**src/rtl/regfile_wb_scheduler.sv**
```systemverilog
// Writeback arbiter (ALU vs load unit) onto the single register-file write port, plus a
// busy scoreboard that stalls decode on RAW/WAW hazards. Optional macro: RF_WB_ROUND_ROBIN_EN.
module regfile_wb_scheduler #(
  parameter int XLEN  = 32,
  parameter int NREGS = 32
) (
  input  logic             clk,
  input  logic             rst,
  input  logic             issue_valid,
  input  logic             issue_uses_rd,
  input  logic [4:0]       issue_rd,
  input  logic [4:0]       issue_rs1,
  input  logic [4:0]       issue_rs2,
  output logic             issue_stall,
  input  logic             alu_valid,
  input  logic [4:0]       alu_rd,
  input  logic [XLEN-1:0]  alu_data,
  output logic             alu_ready,
  input  logic             mem_valid,
  input  logic [4:0]       mem_rd,
  input  logic [XLEN-1:0]  mem_data,
  output logic             mem_ready,
  output logic [4:0]       waddr,
  output logic [XLEN-1:0]  wdata,
  output logic             registers_wen,
  output logic [NREGS-1:0] busy
);

  logic [NREGS-1:0] busy_q, busy_d;
  logic [4:0]       waddr_q, waddr_d;
  logic [XLEN-1:0]  wdata_q, wdata_d;
  logic             wen_q, wen_d;

  logic             alu_win, alu_acc, mem_acc, issue_fire;
  logic [4:0]       acc_rd;
  logic [XLEN-1:0]  acc_data;

`ifdef RF_WB_ROUND_ROBIN_EN
  logic last_alu_q, last_alu_d;

  // On contention the ALU wins only if the load unit was granted most recently.
  always_comb alu_win = !mem_valid || !last_alu_q;

  always_comb begin
    last_alu_d = last_alu_q;
    if (alu_acc)      last_alu_d = 1'b1;
    else if (mem_acc) last_alu_d = 1'b0;
  end

  always_ff @(posedge clk) begin
    if (!rst) last_alu_q <= 1'b1;
    else      last_alu_q <= last_alu_d;
  end
`else
  always_comb alu_win = !mem_valid;
`endif

  always_comb begin
    alu_ready   = rst & alu_valid & alu_win;
    mem_ready   = rst & mem_valid & !(alu_valid & alu_win);
    alu_acc     = alu_ready;
    mem_acc     = mem_ready;
    issue_stall = rst & issue_valid &
                  (busy_q[issue_rs1] | busy_q[issue_rs2] | (issue_uses_rd & busy_q[issue_rd]));
    issue_fire  = rst & issue_valid & !issue_stall;
    acc_rd      = alu_acc ? alu_rd   : mem_rd;
    acc_data    = alu_acc ? alu_data : mem_data;
  end

  always_comb begin
    busy_d  = busy_q;
    waddr_d = waddr_q;
    wdata_d = wdata_q;
    wen_d   = 1'b0;
    if (issue_fire && issue_uses_rd) busy_d[issue_rd] = 1'b1;
    if (alu_acc || mem_acc) begin
      busy_d[acc_rd] = 1'b0;
      waddr_d        = acc_rd;
      wdata_d        = acc_data;
      wen_d          = (acc_rd != 5'd0);
    end
    busy_d[0] = 1'b0;
  end

  always_ff @(posedge clk) begin
    if (!rst) begin
      busy_q  <= '0;
      waddr_q <= '0;
      wdata_q <= '0;
      wen_q   <= 1'b0;
    end else begin
      busy_q  <= busy_d;
      waddr_q <= waddr_d;
      wdata_q <= wdata_d;
      wen_q   <= wen_d;
    end
  end

  assign busy          = busy_q;
  assign waddr         = waddr_q;
  assign wdata         = wdata_q;
  assign registers_wen = wen_q;

endmodule

```
**config.mk**
```make
export PLATFORM = sky130hd
export DESIGN_NAME = regfile_wb_scheduler
export DESIGN_NICKNAME = d
export VERILOG_FILES = /design/src/rtl/regfile_wb_scheduler.sv
export SDC_FILE = /design/constraint.sdc
export NUM_CORES = 1
export LEC_CHECK = 0
export BUFFER_PORTS_ARGS = -buffer_cell sky130_fd_sc_hd__buf_2
export CAP_MARGIN = 20
export CORE_MARGIN = 1.5
export CORE_UTILIZATION = 45
export CTS_CLUSTER_DIAMETER = 50
export DETAILED_ROUTE_END_ITERATION = 7
export PLACE_DENSITY_LB_ADDON = 0.05
export SLEW_MARGIN = 20
export SYNTH_ARGS = -nofsm -noshare
export SYNTH_HDL_FRONTEND = slang
export SYNTH_SLANG_ARGS = --single-unit
```
**constraint.sdc**
```tcl
create_clock -name clk -period 3.4 [get_ports clk]
set_clock_uncertainty 0.1 [all_clocks]
set_input_delay 0.68 -clock clk [delete_from_list [all_inputs] [get_ports clk]]
set_output_delay 0.68 -clock clk [all_outputs]
set_load 0.05 [all_outputs]
```
; Word level (Yosys, flattened, before mapping)
; Index checks and enable logic that the tools add are counted.
[word_totals]
output_inout_bits = 73
elab_cells = 48
in_bits = 95
ff_bits = 70
[classes]
muxes = 14
magnitude_cmp = 6
n_reduce_logical = 9
bitwise_logic = 14
[ops]
columns = cell, count
row1 = 32-bit 2-to-1 mux, 3
row2 = 32-bit AND, 1
row3 = 32-bit inverter, 1
row4 = 32-bit OR, 1
row5 = "5-bit by 6-bit less-than comparator with 1-bit output, second input constant", 4
row6 = 1-bit binary-select mux with 5-bit select, 3
row7 = 1-bit demux with 5-bit select, 2
row8 = "5-bit by 1-bit greater-or-equal comparator with 1-bit output, second input constant", 2
row9 = 1-bit AND, 9
row10 = 1-bit 2-to-1 mux, 5
row11 = 5-bit 2-to-1 mux, 1
row12 = 5-bit nonzero test, 1
row13 = 1-bit logical AND, 3
row14 = 1-bit logical NOT, 3
row15 = 1-bit OR, 2
row16 = 2-bit AND reduction, 1
row17 = 1-bit logical OR, 1

; Depth between registers and ports, before layout
; Gate-level depths: netlist of run 1.
[logic_depth]
ltp_word = 11
depth_mapped = 10
mapped_depth_nobuf = 6

; Worst setup path before layout of run 1
; No wires, ideal clock.
[synth_path]
kind = in2out
from = in issue_rd[1]
to = out issue_stall
path_buffers = 3
arrival_ns = 2.924
setup_slack_ns = -0.304
t_required_ns = 2.620
stages = 9
cell_sequence = clkbuf_1 buf_2 nor2b_1 buf_1 nand4b_1 nand3_1 a2111oi_4 nand2b_1 a21oi_1
[synth_via]
elab_chain_cells = 5
[synth_rtl]
columns = item, line
row1 = from (decl), 11  ; input logic [4:0] issue_rd,
row2 = 1-bit binary-select mux with 5-bit select, 64  ; (busy_q[issue_rs1] | busy_q[issue_rs2] | (issue_uses_rd & busy_q[issue_rd]));
row3 = 1-bit 2-to-1 mux (not written as such), 64
row4 = 1-bit AND, 64
row5 = 1-bit OR, 64
row6 = 1-bit AND, 63  ; issue_stall = rst & issue_valid &
row7 = to (decl), 14  ; output logic issue_stall,
; Every way passes these cells. The select of a mux whose other input is x is not followed.

; Worst setup path after layout of run 1
[layout_path]
from = in issue_rs1[2]
to = out issue_stall
[layout_via]
elab_chain_cells = 5
[layout_rtl]
columns = item, line
row1 = from (decl), 12  ; input logic [4:0] issue_rs1,
row2 = 1-bit binary-select mux with 5-bit select, 64
row3 = 1-bit 2-to-1 mux (not written as such), 64
row4 = 1-bit OR (2 in series), 64
row5 = 1-bit AND, 63
; Every way passes these cells. The select of a mux whose other input is x is not followed.

==> results of run 1 <==
==> synth_stat cells, types with 2 or more instances <==
| cell | n | share of area (%) |
|---|---|---|
| sky130_fd_sc_hd__buf_1 | 11 | 0.96 |
| sky130_fd_sc_hd__a221oi_1 | 2 | 0.41 |
| sky130_fd_sc_hd__nor2b_1 | 10 | 1.5 |
| sky130_fd_sc_hd__a211oi_2 | 8 | 2.3 |
| sky130_fd_sc_hd__mux2_2 | 7 | 1.8 |
| sky130_fd_sc_hd__and3b_1 | 2 | 0.41 |
| sky130_fd_sc_hd__mux4_2 | 13 | 6.8 |
| sky130_fd_sc_hd__inv_1 | 4 | 0.35 |
| sky130_fd_sc_hd__nand2b_1 | 7 | 1.0 |
| sky130_fd_sc_hd__mux2_1 | 2 | 0.52 |
| sky130_fd_sc_hd__o211a_1 | 32 | 7.5 |
| sky130_fd_sc_hd__o311a_1 | 4 | 0.93 |
| sky130_fd_sc_hd__a21oi_1 | 18 | 2.1 |
| sky130_fd_sc_hd__mux4_1 | 6 | 3.7 |
| sky130_fd_sc_hd__nor2_1 | 27 | 2.4 |
| sky130_fd_sc_hd__nand3_1 | 7 | 0.82 |
| sky130_fd_sc_hd__o211ai_1 | 30 | 5.2 |
| sky130_fd_sc_hd__nand4b_1 | 3 | 0.61 |
| sky130_fd_sc_hd__dfxtp_1 | 69 | 32 |
| sky130_fd_sc_hd__a32oi_1 | 3 | 0.61 |
| sky130_fd_sc_hd__nand2_1 | 66 | 5.8 |
| sky130_fd_sc_hd__a211oi_1 | 4 | 0.70 |
| sky130_fd_sc_hd__nand4_1 | 9 | 1.3 |
| sky130_fd_sc_hd__nor3b_1 | 2 | 0.35 |
| sky130_fd_sc_hd__o21ai_0 | 10 | 1.2 |
| sky130_fd_sc_hd__o21ai_2 | 10 | 2.0 |
| sky130_fd_sc_hd__buf_6 | 2 | 0.52 |
| sky130_fd_sc_hd__mux2i_1 | 39 | 9.1 |
| sky130_fd_sc_hd__o21ai_1 | 5 | 0.58 |
| sky130_fd_sc_hd__and2_1 | 2 | 0.29 |
| sky130_fd_sc_hd__nor3_1 | 3 | 0.35 |
| sky130_fd_sc_hd__clkbuf_1 | 25 | 2.2 |
==> kinds of logic (layout without fill, tap and decap cells) <==
family	Yosys count	in the layout	share of synthesized area [%]
other cells	1	1	0.0874
flops	69	69	32.2
buf+inv	44	207	4.32
compound gates	131	131	25.3
mux	67	67	22.0
simple gates	144	144	16.2
==> layer usage <==
layer / GRT usage, % / part of all wire (%)
met1: 32.8 / 41
met2: 44.8 / 48
met3: 6.03 / 7.9
met4: 12.5 / 3.3
met5: 0 / 0
==> power by group <==
part / switching, uW / internal (uW) / leakage [uW] / total, uW
sequential: 17.5 / 843 / 0.000567 / 860
clock: 326 / 492 / 0.000118 / 818
combinational: 304 / 158 / 0.00202 / 462
total: 647 / 1490 / 0.00270 / 2140
==> critical path, cell delays in order <==
cell and delay [ns]:
sky130_fd_sc_hd__buf_6 0.11, sky130_fd_sc_hd__mux4_1 0.53, sky130_fd_sc_hd__mux4_2 0.48, sky130_fd_sc_hd__a2bb2oi_2 0.16, sky130_fd_sc_hd__a211oi_4 0.33, sky130_fd_sc_hd__a21oi_4 0.09, sky130_fd_sc_hd__buf_6 0.16
==> registers in the layout, summed over array words and instances, names as in the netlist <==
signal	cells
wdata	32
busy	31
waddr	5
registers_wen	1
==> cell type report <==
| class | instances | area (sq um) | area share (%) |
|---|---|---|---|
| Sequential cell | 69 | 1380 | 24.9 |
| Tap cell | 129 | 161 | 2.90 |
| Timing Repair Buffer | 187 | 1030 | 18.5 |
| Multi-Input combinational cell | 343 | 2730 | 49.2 |
| Clock buffer | 11 | 131 | 2.36 |
| Inverter | 4 | 15.0 | 0.270 |
| Clock inverter | 5 | 108 | 1.94 |
==> per-stage QoR <==
stage	instance area [sq um]	total power (uW)
after floorplan	4310	1200
after global placement	5310	1330
after detailed placement	5310	1340
after CTS	5560	2160
after global routing	5560	2230
final	5560	2140
==> how the worst min path moves through the flow <==
stage | endpoint | startpoint | slack (ns)
floorplan | busy[25] | busy[25] | 0.61
CTS | waddr[1] | waddr[1] | 0.40
global route | waddr[1] | waddr[1] | 0.43
finish | waddr[1] | waddr[1] | 0.40
global placement | waddr[1] | waddr[1] | 0.38
detailed placement | waddr[1] | waddr[1] | 0.38
==> timing repair <==
action / in CTS / in global routing
gates resized for setup: 5 / 2
pin swaps: 1 / 1
setup endpoints to repair: 1 / 1
==> parameters.txt, run 1 <==
Parameter                              Value

STA
  Pin slew with the least headroom to its limit    0.718 ns
  Number of pins with negative max-slew slack in the final report    0
  Count of endpoints failing setup in the final report    0
  Setup repair after global routing missed its margin    false
  Relative max-transition margin    51.8%
  Shortest period the worst path allows    3.33 ns
  Fmax    0.300 GHz
  Final hold vios    0
  Setup ws final    0.0715 ns
  Final worst hold slack    0.401 ns
  Period Utilization, post-route    97.9%
  Final setup TNS    0 ns

Global routing
  Global-route total usage across every layer    26.8%
  Remaining global-route overflow    0
  First-pass GRT wire length    21000 um
  Number of global-route vias before repair    4022
  Pin count of the biggest net entering global routing    56
  Antenna violations before repair    0

Floorplan
  Starting density of the core    46.4%
  Standard-cell rows    35
  Die H    101 um
  DIE AREA    10100 sq um
  Core box area    9240 sq um
  Width of the die    101 um
  Boundary pin count    roughly 170

Finish
  Util after Layout    about three fifths
  Fraction of layout instances using a drive strength above 1    approximately two fifths
  Commonest non-fill, non-tap cells in the layout    sky130_fd_sc_hd__buf_2, sky130_fd_sc_hd__dfxtp_1, sky130_fd_sc_hd__nand2_1, sky130_fd_sc_hd__mux2i_1, sky130_fd_sc_hd__o211a_1
  Post-layout instance count excluding filler cells    748
  Area growth from synthesis to layout    29.5%
  Filler instances    838
  Antenna Diode Count    0
  Most common library cell in the layout ignoring fill and taps    sky130_fd_sc_hd__buf_2
  Number of nets at the end of the flow    709

Drt
  Number of optimization iterations in the first detailed-route pass    4
  Antenna-violating nets left    0
  Via count normalized by instance count    5.69
  Residual DRC    0
  Mean routed wirelength per cell    17.8 um
  Total number of vias    around 4300
  First DRT Iteration DRCs    188
  Routed wire length    13300 um

Logic synthesis
  Post-synthesis sequential area ratio    approximately 32%
  Netlist area before placement    4290 sq um
  FF+latch count, synth    69
  Async SR Flop Fraction    0%
  Most used flip-flop cell after synthesis    sky130_fd_sc_hd__dfxtp_1
  Number of flops mapped to enable cells by yosys    0
  Cells after Synth    about 460
  Syn Area/Cell    approximately 9.4 sq um
  Yosys warning count    0
  Cell variety after synth    46
  Number of nets produced by synthesis    551

Placed design
  Placed Cells    732
  Placer congestion estimate    around 0.91
  HPWL after DPL    10000 um
  Port buffer count    roughly 170
  Setup slack after placement    -0.0784 ns

Clocking
  Clk sink count    69
  Clock tree from TritonCTS    done
  Cell chosen for the clock root    sky130_fd_sc_hd__clkbuf_8
  Number of buffers created by CTS    9
  Register clock-pin slew on the reported worst setup and hold paths    around 0.070 ns
  Maximum level of the CTS H-tree    3
  Clk Latency, worst-skew pair    about 0.35 ns
  Number of buffers inserted for hold repair after clock tree synthesis    0
  Worst-case clock buffer depth    2
  Count of buffers added by post-CTS timing repair for setup    0

Critical path
  Category of the worst setup path capture point    output pin
  End point of the critical path    issue_stall
  Kind of critical path    in -> out
  Destination of the worst register-to-register timing path    busy[27]
  Reg2reg path depth    7
  Worst R2R Start    busy[7]
  Slack of the worst reg-to-reg path    0.60 ns
  Data arrival time of the worst path    2.55 ns
  CP required    2.62 ns
  Category of the worst setup path launch point    input port
  Highest net fanout along the worst path    6
  Launch point of the critical path    issue_rs1[2]

Power
  LEAKAGE    about 0.0027 uW
  Power per Cell Area    385 nW/um^2
  Maximum vdd ir drop    0.277 mV

Min path
  Class of the tightest hold or removal check    reg -> reg
  Number of cells on the worst hold path    2

Status
  Result of the run    completed

Run
  Reported max-cap violation count    0
Power figures use the tool's default switching activity.
==> run 2: changes to the inputs <==
--- a/config.mk
+++ b/config.mk
@@ -12,6 +12,7 @@
 export CTS_CLUSTER_DIAMETER = 50
 export DETAILED_ROUTE_END_ITERATION = 7
 export PLACE_DENSITY_LB_ADDON = 0.05
+export RECOVER_POWER = 50
 export SLEW_MARGIN = 20
 export SYNTH_ARGS = -nofsm -noshare
 export SYNTH_HDL_FRONTEND = slang
==> run 2 against run 1 <==
Flip-flop and latch count unchanged. Largest power group unchanged. Count of clock-buffer cells in the layout is the same. Global-route usage stayed put. Utilization is 0.83 points lower.
==> parameters.txt, run 2 (same netlist as run 1, synthesis figures left out) <==
Parameter                              Value

Global routing
  Number of global-route vias before repair    between 4000 and 5000
  Met1 track demand over resource in global routing    32.8%
  Met2 usage in global routing    44.8%
  Global-route total usage across every layer    26.8%
  Routing usage on met3    6.03%
  Remaining global-route overflow    0
  Global route hottest layer    met2
  Pin count of the biggest net entering global routing    56
  Antenna violations before repair    0
  First-pass GRT wire length    21000 um

Finish
  Most common library cell in the layout ignoring fill and taps    sky130_fd_sc_hd__buf_2
  Commonest non-fill, non-tap cells in the layout    sky130_fd_sc_hd__buf_2, sky130_fd_sc_hd__dfxtp_1, sky130_fd_sc_hd__nand2_1, sky130_fd_sc_hd__clkbuf_1, sky130_fd_sc_hd__mux2i_1
  Antenna Diode Count    0
  Area growth from synthesis to layout    27.7%
  Largest register FFs    32
  Total non-filler cell area in the finished layout    5480 sq um
  Post-layout instance count excluding filler cells    748
  Number of nets at the end of the flow    709
  Filler instances    872
  Fraction of layout instances using a drive strength above 1    30.4%

STA
  Number of pins with negative max-slew slack in the final report    0
  Fmax    between 0.3 and 0.4 GHz
  Pin slew with the least headroom to its limit    0.721 ns
  Relative max-transition margin    51.6%
  Count of endpoints failing setup in the final report    0
  Shortest period the worst path allows    3.32 ns
  Final setup TNS    0 ns
  Final hold vios    0
  Setup ws final    around 0.076 ns
  Period Utilization, post-route    97.8%
  Setup repair after global routing missed its margin    false
  Final worst hold slack    between 0.4 and 0.5 ns

Min path
  Number of cells on the worst hold path    2
  Class of the tightest hold or removal check    reg -> reg

Floorplan
  Core box area    just over 9000 sq um
  Boundary pin count    about 170
  Standard-cell rows    35
  Width of the die    101 um
  DIE AREA    10100 sq um
  Starting density of the core    46.4%
  Die H    101 um

Clocking
  Maximum level of the CTS H-tree    3
  Cell chosen for the clock root    sky130_fd_sc_hd__clkbuf_8
  Clock tree from TritonCTS    done
  Clk sink count    a little under 70
  Number of buffers inserted for hold repair after clock tree synthesis    0
  Count of buffers added by post-CTS timing repair for setup    0
  Worst-case clock buffer depth    2
  Clk Latency, worst-skew pair    0.35 ns
  Register clock-pin slew on the reported worst setup and hold paths    0.07 ns
  Number of buffers created by CTS    9

Critical path
  Category of the worst setup path launch point    input port
  Largest stage delay on the critical path    0.53 ns
  Reg2reg path depth    7
  Destination of the worst register-to-register timing path    busy[27]
  Ordered list of cells on the worst path    buf_6, mux4_1, mux4_2, a2bb2oi_2, a211oi_4, a21oi_4, buf_6
  Category of the worst setup path capture point    output pin
  Data arrival time of the worst path    2.54 ns
  CP required    2.62 ns
  Slack of the worst reg-to-reg path    0.61 ns
  Launch point of the critical path    issue_rs1[2]
  Highest net fanout along the worst path    6
  Kind of critical path    in -> out
  Most frequent cell on the critical path    sky130_fd_sc_hd__buf_6
  End point of the critical path    issue_stall
  Cell with the largest stage delay on the worst path    sky130_fd_sc_hd__mux4_1
  Worst R2R Start    busy[7]

Placed design
  Setup slack after placement    -0.0784 ns
  Placer congestion estimate    0.912
  Port buffer count    166
  HPWL after DPL    10000 um
  Placed Cells    732
  Placed standard-cell area    5310 sq um

Drt
  Number of optimization iterations in the first detailed-route pass    5
  Via count normalized by instance count    ~5.7
  First DRT Iteration DRCs    187
  Residual DRC    0
  Routed wire length    13300 um
  Mean routed wirelength per cell    17.8 um
  Antenna-violating nets left    0
  Total number of vias    4290

Run
  Reported max-cap violation count    0

Power
  LEAKAGE    0.00247 uW
  Power per Cell Area    389 nW/um^2
  Maximum vdd ir drop    0.278 mV

Status
  Result of the run    completed
-- run 2: changes by cell type in the layout (fill, tap and decap cells not counted), sizes merged --
| cell | before | now |
|---|---|---|
| buf | 187 | 126 |
| clkbuf | 11 | 72 |
-- run 2: how the worst min path moves through the flow --
stage	start	end	slack, ns
after floorplan	busy[25]	busy[25]	0.61
after CTS	waddr[1]	waddr[1]	0.40
after global placement	waddr[1]	waddr[1]	0.38
after global routing	waddr[1]	waddr[1]	0.43
after detailed placement	waddr[1]	waddr[1]	0.38
final	waddr[1]	waddr[1]	0.40
-- run 2: final cells by class --
cell class	count	area [sq um]	area share, %
Tap cell	129	161	2.95
Inverter	4	15.0	0.274
Clock buffer	11	131	2.40
Multi-Input combinational cell	343	2730	49.9
Timing Repair Buffer	187	950	17.3
Clock inverter	5	108	1.96
Sequential cell	69	1380	25.2
-- run 2: metal layers --
metal / vias up / part of all wire (%)
li1: 2044 / -
met5: - / 0
met3: 30 / 8.7
met4: 0 / 3.4
met1: 2006 / 40
met2: 210 / 48
-- run 2: metrics by stage --
stage / utilization (%) / total power (uW)
6_report: 59.3 / 2130
3_3_place_gp: 57.4 / 1330
5_1_grt: 59.3 / 2220
4_1_cts: 60.1 / 2160
2_1_floorplan: - / 1200
3_5_place_dp: 57.4 / 1340
-- run 2: timing repair --
item / 4_1_cts / 5_1_grt
resized for setup: 5 / 2
setup endpoints to repair: 1 / 1
pin swaps: 1 / 1
endpoints found under the hold margin: 0 / 0
-- run 2: power by group --
| part | switching, uW | internal (uW) | leakage [uW] |
|---|---|---|---|
| registers | 18.3 | 843 | 0.000567 |
| clock network | 324 | 492 | 0.000118 |
| logic | 304 | 148 | 0.00178 |
| total | 647 | 1480 | 0.00247 |
-- run 2: worst max-delay path, delay by kind of cell --
family	cells	cell delay, ns
muxes	2	1.01
buffers and inverters	2	0.27
AOI/OAI and AO/OA	3	0.58
==> run 3: changes to the inputs <==
--- a/config.mk
+++ b/config.mk
@@ -8,7 +8,8 @@
 export BUFFER_PORTS_ARGS = -buffer_cell sky130_fd_sc_hd__buf_2
 export CAP_MARGIN = 20
 export CORE_MARGIN = 1.5
-export CORE_UTILIZATION = 45
+export CORE_UTILIZATION = 46
+export CTS_BUF_LIST = sky130_fd_sc_hd__clkbuf_2 sky130_fd_sc_hd__clkbuf_4 sky130_fd_sc_hd__clkbuf_8
 export CTS_CLUSTER_DIAMETER = 50
 export DETAILED_ROUTE_END_ITERATION = 7
 export PLACE_DENSITY_LB_ADDON = 0.05
==> run 3 against run 2 <==
Clock power is 18% lower. Final area is 1.8% lower. Wire length up 0.84%. Flip-flop and latch count is the same. Non-clock buffer count decreased by 1. Die area down 2.1%. Fmax down 0.53%. Utilization is 0.54 points lower. Power shrank 6.8%. Sequential power is essentially flat. Worst setup slack got worse by 0.018 ns.
==> parameters.txt, run 3 (same netlist as run 1, synthesis figures left out) <==
Parameter                              Value

Status
  Result of the run    completed

Floorplan
  Boundary pin count    168
  Die H    99.6 um
  Core box area    a little over 9000 sq um
  Starting density of the core    46.9%
  Width of the die    99.6 um
  Standard-cell rows    35
  DIE AREA    9920 sq um

Finish
  Number of nets at the end of the flow    roughly 700
  Total non-filler cell area in the finished layout    about 5400 sq um
  Footprint of the multi-input gates    2740 sq um
  Commonest non-fill, non-tap cells in the layout    sky130_fd_sc_hd__buf_2, sky130_fd_sc_hd__dfxtp_1, sky130_fd_sc_hd__nand2_1, sky130_fd_sc_hd__clkbuf_1, sky130_fd_sc_hd__mux2i_1
  Most common library cell in the layout ignoring fill and taps    sky130_fd_sc_hd__buf_2
  Post-layout instance count excluding filler cells    727
  Register area    1380 sq um
  Filler instances    around 890
  Fraction of layout instances using a drive strength above 1    30.4%
  Antenna Diode Count    0
  Util after Layout    58.8%
  Area growth from synthesis to layout    25.4%
  Largest register FFs    32

Global routing
  Remaining global-route overflow    0
  Pin count of the biggest net entering global routing    54
  First-pass GRT wire length    21300 um
  Global-route total usage across every layer    between 20 and 30%
  Antenna violations before repair    0
  Number of global-route vias before repair    4048

Placed design
  Placer congestion estimate    ~0.9
  Setup slack after placement    -0.0697 ns
  Placed standard-cell area    5250 sq um
  Placed Cells    713
  HPWL after DPL    9940 um
  Port buffer count    roughly 170

STA
  Shortest period the worst path allows    3.34 ns
  Pin slew with the least headroom to its limit    0.742 ns
  Final hold vios    0
  Setup ws final    0.0586 ns
  Number of pins with negative max-slew slack in the final report    0
  Setup repair after global routing missed its margin    false
  Fmax    around 0.30 GHz
  Count of endpoints failing setup in the final report    0
  Final worst hold slack    between 0.3 and 0.4 ns
  Relative max-transition margin    50.2%
  Period Utilization, post-route    98.3%

Drt
  Residual DRC    0
  Antenna-violating nets left    0
  Number of optimization iterations in the first detailed-route pass    5
  Met2 routed wirelength    6510 um
  Routed wire length    approximately 13000 um
  Top layer used by detailed routing    met4
  First DRT Iteration DRCs    214
  Routed met1 length    around 5300 um
  Via count normalized by instance count    between 5 and 6
  Mean routed wirelength per cell    18.5 um
  Routed length on met3    1080 um
  Total number of vias    between 4000 and 5000

Critical path
  Category of the worst setup path capture point    output pin
  Category of the worst setup path launch point    input port
  Kind of critical path    in -> out
  Data arrival time of the worst path    ~2.6 ns
  CP required    roughly 2.6 ns
  Highest net fanout along the worst path    6

Clocking
  Register clock-pin slew on the reported worst setup and hold paths    0.07 ns
  Clk sink count    69
  Maximum level of the CTS H-tree    3
  Clock tree from TritonCTS    done
  Number of buffers created by CTS    9
  Clk Latency, worst-skew pair    ~0.35 ns
  Worst-case clock buffer depth    2
  Cell chosen for the clock root    sky130_fd_sc_hd__clkbuf_8

Power
  LEAKAGE    0.00244 uW
  Maximum vdd ir drop    a little over 0.3 mV
  Power per Cell Area    approximately 370 nW/um^2

Min path
  Class of the tightest hold or removal check    reg -> reg

Run
  Reported max-cap violation count    0
## run 3: through the flow
step                setup TNS [ns]  total power [uW]
CTS                              0              2010
finish                           0              1980
global placement           -0.0624              1330
global route                     0              2070
detailed placement         -0.0697              1340
floorplan                        0              1200
## run 3: timing repair
item / 4_1_cts / 5_1_grt
pin swaps: 1 / 1
hold buffers: 0 / 0
setup endpoints to repair: 1 / 1
cloned: 0 / 0
gates resized for setup: 6 / 0
buffers inserted: 0 / 0
## run 3: power breakdown
| group | internal (uW) | switching, uW | total (uW) |
|---|---|---|---|
| registers | 843 | 18.3 | 861 |
| clock network | 349 | 325 | 674 |
| logic | 144 | 304 | 449 |
| total | 1340 | 647 | 1980 |
## run 3: worst paths after layout
kind	from	endpoint	slack, ns	cells past startpoint
worst max register to register	busy[3]	busy[27]	0.59	7
worst max-delay path	issue_rs1[2]	issue_stall	0.06	7
worst min register to register	waddr[1]	waddr[1]	0.40	2
worst min-delay path	waddr[1]	waddr[1]	0.40	2
## run 3: area by class of cell
cell class / instances / area share (%)
Clock buffer: 10 / 2.56
Clock inverter: 4 / 0.930
Inverter: 4 / 0.279
Multi-Input combinational cell: 343 / 50.9
Sequential cell: 69 / 25.7
Tap cell: 111 / 2.58
Timing Repair Buffer: 186 / 17.1
## run 3: per-layer routing
layer | track usage (%) | up-vias
met5 | 0 | -
met4 | 12.0 | 0
met3 | 7.31 | 35
met2 | 45.6 | 184
met1 | 34.8 | 2040
li1 | - | 2038
## run 3: worst max-delay path: stages
cell                        delay [ns]
sky130_fd_sc_hd__buf_6            0.11
sky130_fd_sc_hd__mux4_1           0.54
sky130_fd_sc_hd__mux4_2           0.49
sky130_fd_sc_hd__a2bb2oi_2        0.16
sky130_fd_sc_hd__a211oi_4         0.33
sky130_fd_sc_hd__a21oi_4          0.09
sky130_fd_sc_hd__buf_6            0.16
